**config.mk**
```make
export PLATFORM = sky130hd
export DESIGN_NAME = chip_sequencer
export DESIGN_NICKNAME = d
export VERILOG_FILES = /design/src/rtl/chip_sequencer.sv
export SDC_FILE = /design/constraint.sdc
export NUM_CORES = 1
export LEC_CHECK = 0
export CAP_MARGIN = 20
export CORE_MARGIN = 5
export CORE_UTILIZATION = 42
export DETAILED_ROUTE_END_ITERATION = 10
export PLACE_DENSITY_LB_ADDON = 0.12
export SETUP_SLACK_MARGIN = 0.4
export SLEW_MARGIN = 25
export SYNTH_ARGS = -nofsm -noshare
export SYNTH_HDL_FRONTEND = slang
export SYNTH_SLANG_ARGS = --single-unit
```
**constraint.sdc**
```tcl
create_clock -name i_clk -period 4.43 [get_ports i_clk]
set_clock_uncertainty 0.1 [all_clocks]
set_input_delay 0.6645 -clock i_clk [delete_from_list [all_inputs] [get_ports i_clk]]
set_output_delay 0.6645 -clock i_clk [all_outputs]
set_load 0.02 [all_outputs]
```
**src/rtl/chip_sequencer.sv**
```systemverilog
// Chip/bit sequencer for the DCSK transmitter serializer.
// Define CHIP_SEQ_GUARD_EN to insert GUARD_CHIPS guard cycles between the last chip and o_done.
module chip_sequencer #(
    parameter int unsigned MAX_SF_LOG2 = 4,
    parameter int unsigned FRAME_W     = 10,
    parameter int unsigned GUARD_CHIPS = 8,
    localparam int unsigned SF_W       = $clog2(MAX_SF_LOG2 + 1),
    localparam int unsigned CW         = MAX_SF_LOG2 + 1
) (
    input  logic               i_clk,
    input  logic               i_arst_n,
    input  logic               i_send,
    input  logic               i_abort,
    input  logic [SF_W-1:0]    i_sf_log2,
    input  logic [FRAME_W-1:0] i_frame_len,
    input  logic               i_chaos_valid,
    output logic               o_chaos_ready,
    output logic               o_chip_fire,
    output logic [CW-1:0]      o_chip_index,
    output logic               o_msb,
    output logic               o_load_bit,
    output logic [FRAME_W-1:0] o_bit_index,
    output logic               o_sending,
    output logic               o_done
);

`ifdef CHIP_SEQ_GUARD_EN
    localparam int unsigned GW = $clog2(GUARD_CHIPS + 1);
    typedef enum logic [1:0] {StIdle, StRun, StGuard, StDone} state_t;
`else
    typedef enum logic [1:0] {StIdle, StRun, StDone} state_t;
`endif

    state_t             r_state, w_state_d;
    logic [SF_W-1:0]    r_sf, w_sf_d;
    logic [FRAME_W-1:0] r_len, w_len_d;
    logic [CW-1:0]      r_chip, w_chip_d;
    logic [FRAME_W-1:0] r_bit, w_bit_d;
    logic [SF_W-1:0]    w_sf_clamped;
    logic [CW-1:0]      w_last_chip;
`ifdef CHIP_SEQ_GUARD_EN
    logic [GW-1:0]      r_guard, w_guard_d;
`else
    // GUARD_CHIPS has no effect unless the guard build is selected.
    if (GUARD_CHIPS == 0) begin : g_no_guard
    end
`endif

    always_comb begin
        w_sf_clamped = i_sf_log2;
        if (i_sf_log2 == '0) begin
            w_sf_clamped = SF_W'(1);
        end else if (i_sf_log2 > SF_W'(MAX_SF_LOG2)) begin
            w_sf_clamped = SF_W'(MAX_SF_LOG2);
        end
    end

    // 2^(sf+1) chips per bit: the last chip index has bits 0..sf set.
    always_comb begin
        w_last_chip = '0;
        for (int i = 0; i < int'(CW); i++) begin
            w_last_chip[i] = (i <= int'(r_sf));
        end
    end

    assign o_chaos_ready = (r_state == StRun);
    assign o_chip_fire   = o_chaos_ready & i_chaos_valid;
    assign o_chip_index  = r_chip;
    assign o_msb         = r_chip[r_sf];
    assign o_load_bit    = o_chip_fire & (r_chip == w_last_chip);
    assign o_bit_index   = r_bit;
    assign o_done        = (r_state == StDone);
`ifdef CHIP_SEQ_GUARD_EN
    assign o_sending     = (r_state == StRun) || (r_state == StGuard);
`else
    assign o_sending     = (r_state == StRun);
`endif

    always_comb begin
        w_state_d = r_state;
        w_sf_d    = r_sf;
        w_len_d   = r_len;
        w_chip_d  = r_chip;
        w_bit_d   = r_bit;
`ifdef CHIP_SEQ_GUARD_EN
        w_guard_d = r_guard;
`endif
        if (i_abort) begin
            w_state_d = StIdle;
            w_chip_d  = '0;
            w_bit_d   = '0;
`ifdef CHIP_SEQ_GUARD_EN
            w_guard_d = '0;
`endif
        end else begin
            case (r_state)
                StIdle: begin
                    if (i_send) begin
                        w_state_d = StRun;
                        w_sf_d    = w_sf_clamped;
                        w_len_d   = i_frame_len;
                        w_chip_d  = '0;
                        w_bit_d   = '0;
                    end
                end
                StRun: begin
                    if (o_chip_fire) begin
                        if (o_load_bit) begin
                            w_chip_d = '0;
                            if (r_bit == r_len) begin
                                w_bit_d = '0;
`ifdef CHIP_SEQ_GUARD_EN
                                w_state_d = StGuard;
                                w_guard_d = '0;
`else
                                w_state_d = StDone;
`endif
                            end else begin
                                w_bit_d = r_bit + FRAME_W'(1);
                            end
                        end else begin
                            w_chip_d = r_chip + CW'(1);
                        end
                    end
                end
`ifdef CHIP_SEQ_GUARD_EN
                StGuard: begin
                    if (r_guard == GW'(GUARD_CHIPS - 1)) begin
                        w_state_d = StDone;
                        w_guard_d = '0;
                    end else begin
                        w_guard_d = r_guard + GW'(1);
                    end
                end
`endif
                StDone:  w_state_d = StIdle;
                default: w_state_d = StIdle;
            endcase
        end
    end

    always_ff @(posedge i_clk or negedge i_arst_n) begin
        if (!i_arst_n) begin
            r_state <= StIdle;
            r_sf    <= '0;
            r_len   <= '0;
            r_chip  <= '0;
            r_bit   <= '0;
`ifdef CHIP_SEQ_GUARD_EN
            r_guard <= '0;
`endif
        end else begin
            r_state <= w_state_d;
            r_sf    <= w_sf_d;
            r_len   <= w_len_d;
            r_chip  <= w_chip_d;
            r_bit   <= w_bit_d;
`ifdef CHIP_SEQ_GUARD_EN
            r_guard <= w_guard_d;
`endif
        end
    end

endmodule

```
# After elaboration in Yosys (flattened, before gate mapping)
# Index checks and enable logic that the tools add are counted.
# W data, S select, Z words.
dict set report totals {
  regBits 30
  in_bits 18
  out_inout_bits 21
}
dict set report classes {
  add_sub_neg 2
  magnitude_cmp 6
  n_eq_ne 8
  mux 21
  bitwise 3
  n_reduce_logical 7
}
# cell count
set ops {}
lappend ops {{$mux W10} 5}
lappend ops {{$mux W5} 4}
lappend ops {{$pmux W10 S2} 1}
lappend ops {{$add A10 B1 Y10 const B} 1}
lappend ops {{$eq A10 B10 Y1} 1}
lappend ops {{$mux W2} 5}
lappend ops {{$pmux W5 S2} 1}
lappend ops {{$ne A3 B2 Y1 const B} 3}
lappend ops {{$reduce_and A4 Y1} 2}
lappend ops {{$le A2 B3 Y1 const A} 2}
lappend ops {{$mux W3} 2}
lappend ops {{$reduce_and A3 Y1} 2}
lappend ops {{$add A5 B1 Y5 const B} 1}
lappend ops {{$eq A5 B5 Y1} 1}
lappend ops {{$lt A3 B4 Y1 const B} 1}
lappend ops {{$pmux W2 S2} 1}
lappend ops {{$bmux W1 S3} 1}
lappend ops {{$gt A3 B3 Y1 const B} 1}
lappend ops {{$le A1 B3 Y1 const A} 1}
lappend ops {{$le A3 B3 Y1 const A} 1}
lappend ops {{$logic_not A3 Y1} 1}
lappend ops {{$ne A3 B3 Y1 const B} 1}
lappend ops {{$reduce_bool A3 Y1} 1}
lappend ops {{$and A1 B1 Y1} 2}
lappend ops {{5 further kinds} 5}

# Longest topological paths before layout
dict set report depth {
  depth_word 7
  mapped_depth 6
  mapped_depth_nobuf 6
}

# Worst setup path before layout
# OpenSTA, ideal clock, no wires.
dict set report synth_timing {
  path_kind {in2reg}
  start {input port i_chaos_valid}
  end {register r_bit[4] (netlist: o_bit_index[4])}
  setup_time_ns 0.126
  arrival_ns 2.188
  path_slack_ns 2.016
  cell_stages 5
  n_path_buf 0
  path_cell_list {and3b_1 > o211ai_1 > a211oi_4 > o21ai_2 > a221o_1}
}
dict set report synth_via {
  elab_chain_len 4
  elab_cells_between_ends 5
}
# element line_no
set synth_lines {}
lappend synth_lines {{start: declaration} 16} ;# input logic i_chaos_valid,
lappend synth_lines {{$and A1 B1 Y1} 67} ;# assign o_chip_fire = o_chaos_ready & i_chaos_valid;
lappend synth_lines {{$and A1 B1 Y1} 70} ;# assign o_load_bit = o_chip_fire & (r_chip == w_last_chip);
lappend synth_lines {{via o_load_bit} 21} ;# output logic o_load_bit,
lappend synth_lines {{$ne A3 B2 Y1 (no source line)} n/a}
lappend synth_lines {{$reduce_and A4 Y1 (no source line)} n/a}
lappend synth_lines {{end signal: assignment} 157} ;# r_bit <= w_bit_d;
lappend synth_lines {{end: declaration} 38} ;# logic [FRAME_W-1:0] r_bit, w_bit_d;
# The timed path passes the listed nets, and every way through them passes these cells.
# A chain may end at the register's enable or synchronous reset.

# Worst setup path after layout
dict set report layout_timing {
  start {input port i_chaos_valid}
  end {output port o_load_bit}
}
dict set report layout_via {
  elab_chain_len 2
}
# element line_no
set layout_lines {}
lappend layout_lines {{$and A1 B1 Y1} 67}
lappend layout_lines {{$and A1 B1 Y1} 70}
lappend layout_lines {{end: declaration} 21}
# Every way passes these cells.

==> qor.yml <==
status: "finished clean"
yosysUniqueCellTypes: 45
layout-area-overhead-vs-synth_pct: 30.5
detailedPlacementHpwl_um: 2830
number_of_global_route_vias_before_repair: 1375
cpPeakStageDelay_ns: 0.69
floorplan.die.height_um: 74.2
grt_max_degree: 31
power.density_cell_area_mw_per_mm2: 462
yosysMostFrequentCell: "sky130_fd_sc_hd__dfrtp_1"
setup.reg_to_reg.worst_slack_ns: 2.25
holdPathEnd: "r_len[7]$_DFFE_PN0P_"
cts_post_setup_buffers_inserted: 0
port_buffers: 38
core_region_area_mm2: 0.00400
worstSkewPairLatency_ns: 0.29
yosys_warnings: 0
whs_path_depth: 1
tritoncts.num_buffers: 5
slew_headroom_pct: 58.2
max-vdd-ir-drop_mv: 0.280
total_leakage_power_uw: 0.000924
synth.avg_cell_area_um2: 10.3
hold_viol: 0
synthDominantCellAreaShare_pct: 43.3
cts-root-to-sink-buffers: 2
floorplan.die_area_mm2: 0.00551
grt_antenna_before_repair: 0
clkTransAtPathRegs_ns: 0.06
edff_count_synth: 0
grt_overflow: 0
routed_wire_length_per_instance_um: 15.1
final-setup-viol-count: 0
cts-htree-levels: 2
drt-initial-drc-count: 38
worst_hold_slack_ns: 0.429
post_cts_resized: 0
synth_cells: 168
setup_total_neg_slack_ns: 0
regToRegEndpoint: "o_bit_index[1]$_DFFE_PN0P_"
tightestPinTransition_ns: 0.623
ys_seq_area_share_pct: 43.3
grt_setup_unrepaired: "no"
dominantRegCellSynth: "sky130_fd_sc_hd__dfrtp_1"
timing.final.crit_period_ns: 3.38
clock-sinks: 30
rows: 23
filler_instances: 344
vias_per_cell: 5.49
final_instance_count_excl_fillers: 258
die_w_um: 74.2
worst_setup_path_end_kind: "primary output"
starting_utilization_of_the_core_area_pct: 43.3
max_cap_viol_count: 0
antenna-diode-count: 0
chain_of_cells_forming_the_critical_path: "clkdlybuf4s50_1 > and3b_1 > o211ai_1 > a211oi_4 > clkdlybuf4s50_1"
fraction_of_the_cycle_the_final_worst_path_needs_pct: 76.4
async_flop_share_pct: 100
drtAntennaViolNets: 0
wire_length_of_the_first_global_routing_pass_um: 6640
yosys-top-cells-count: "30 x sky130_fd_sc_hd__dfrtp_1, 15 x sky130_fd_sc_hd__nor2_1, 14 x sky130_fd_sc_hd__mux2_2, 10 x sky130_fd_sc_hd__nand2_1, 10 x sky130_fd_sc_hd__xnor2_1"
ys_seq_elements: 30
worst_hold_path_type: "reg2reg"
fin_nets: 227
wl_um: 3880
proportion_of_layout_cells_with_a_drive_suffix_above_1_pct: 14.4
timing.critical_path.from_type: "primary input"
cp_common_cell: "sky130_fd_sc_hd__clkdlybuf4s50_1"
firstDrtPassIters: 4
ctsRootBufferMaster: "sky130_fd_sc_hd__clkbuf_8"
synthesis.area_mm2: 0.00173
startpoint_of_the_worst_register_to_register_path: "r_sf[1]$_DFFE_PN0P_"
achievable-frequency_mhz: 295
slew_violations: 0
reg2reg_depth: 5
timing_worst_setup_path_type: "in2out"
grtUsageTotal_pct: 15.9
multiInputGateArea_um2: 930
synthTopCellsByArea: "sky130_fd_sc_hd__dfrtp_1 43%, sky130_fd_sc_hd__mux2_2 9.1%, sky130_fd_sc_hd__xnor2_1 5.1%, sky130_fd_sc_hd__a221o_1 4.0%, sky130_fd_sc_hd__nor2_1 3.2%"
postCtsHoldBufs: 0
synth.net_count: 188
sequential_cell_area_um2: 751
residual_drc: 0
gp_routability_congestion: 0.739
vias: 1416
top_level_ports: 39
worst_path_max_delay_cell: "sky130_fd_sc_hd__clkdlybuf4s50_1"
max_fanout_on_critical_path: 9
tritoncts: "built"
cp_data_required_time_ns: 3.67
placedCellCount: 250
post-synth-top-area-cell: "sky130_fd_sc_hd__dfrtp_1"
critPathArrivalTime_ns: 2.62
min-delay-start: "r_len[7]$_DFFE_PN0P_"
-- layout make-up --
cell class / count / share of cell area [%]
clock buffer: 5 / 3.04
timing repair buffer: 40 / 17.5
clock inverter: 3 / 1.77
inverter: 4 / 0.664
multi-input combinational: 126 / 41.1
sequential: 30 / 33.2
tap: 50 / 2.77
-- where the power goes --
part           total (uW)  internal (uW)  switching, uW
registers             427            344           82.6
clock network         270            165            104
logic                 348            188            160
-- logic make-up after synthesis --
family / Yosys count / share of synthesized area [%]
xor gates and xnor gates: 11 / 5.56
adders and majority gates: 2 / 1.44
AOI/OAI and AO/OA: 32 / 14.9
buffers and inverters: 12 / 3.03
DFF: 30 / 43.3
and+or+nand+nor: 64 / 20.9
muxes: 17 / 10.8
-- cell usage in the layout, fill, tap and decap left out, types with 2 or more instances in the layout --
master | netlist | routed
sky130_fd_sc_hd__dfrtp_1 | 30 | 30
sky130_fd_sc_hd__mux2_2 | 14 | 14
sky130_fd_sc_hd__nand2_1 | 10 | 10
sky130_fd_sc_hd__mux2i_1 | 3 | 3
sky130_fd_sc_hd__o21ai_0 | 7 | 7
sky130_fd_sc_hd__clkdlybuf4s50_1 | 0 | 38
sky130_fd_sc_hd__nor3_1 | 5 | 5
sky130_fd_sc_hd__buf_4 | 2 | 2
sky130_fd_sc_hd__clkinv_2 | 0 | 2
sky130_fd_sc_hd__nor2b_1 | 4 | 4
sky130_fd_sc_hd__inv_1 | 4 | 4
sky130_fd_sc_hd__nand3_1 | 7 | 7
sky130_fd_sc_hd__and2_1 | 2 | 2
sky130_fd_sc_hd__clkbuf_8 | 0 | 5
sky130_fd_sc_hd__ha_1 | 2 | 2
sky130_fd_sc_hd__or3_1 | 2 | 2
sky130_fd_sc_hd__and3_1 | 2 | 2
sky130_fd_sc_hd__nor3b_1 | 3 | 3
sky130_fd_sc_hd__nand4_1 | 3 | 3
sky130_fd_sc_hd__a221o_1 | 7 | 7
sky130_fd_sc_hd__nor2_1 | 15 | 15
sky130_fd_sc_hd__xnor2_1 | 10 | 10
sky130_fd_sc_hd__a21oi_1 | 3 | 3
sky130_fd_sc_hd__nand2b_1 | 2 | 2
sky130_fd_sc_hd__a21o_1 | 3 | 3
-- per-layer routing --
| metal | vias up | GRT usage (%) | wire length [um] |
|---|---|---|---|
| met2 | 42 | 23.5 | 1710 |
| met1 | 679 | 22.2 | 1860 |
| li1 | 689 | - | - |
| met5 | - | 0 | 0 |
| met4 | 0 | 5.73 | 59 |
| met3 | 6 | 4.59 | 254 |
-- worst max path at each step --
stage | endpoint | start | slack, ns
2_1_floorplan | o_bit_index[4]$_DFFE_PN0P_ | i_chaos_valid | 2.02
3_3_place_gp | o_load_bit | i_chaos_valid | 1.07
3_5_place_dp | o_load_bit | i_chaos_valid | 1.06
4_1_cts | o_load_bit | i_chaos_valid | 1.04
5_1_grt | o_load_bit | i_chaos_valid | 0.95
6_report | o_load_bit | i_chaos_valid | 1.05
-- worst max-delay path, delay by kind of cell --
family,cells,cell delay (ns)
buffers and inverters,2,1.17
and+or+nand+nor,1,0.20
AOI/OAI and AO/OA,2,0.59
-- per-stage QoR --
step / setup slack (ns) / area, um2 / utilization, % / total power [uW]
floorplan: 2.02 / 1730 / - / 674
global placement: 1.07 / 2150 / 53.8 / 771
detailed placement: 1.06 / 2150 / 53.8 / 783
CTS: 1.04 / 2260 / 56.6 / 1060
global route: 0.953 / 2260 / 56.6 / 1110
finish: 1.05 / 2260 / 56.6 / 1040
-- state kept, by name (all words and copies together), names as in the netlist --
signal,flops
r_state,2
r_len,10
o_bit_index,10
r_sf,3
o_chip_index,5
No activity file was read; power rests on OpenSTA's default activity.
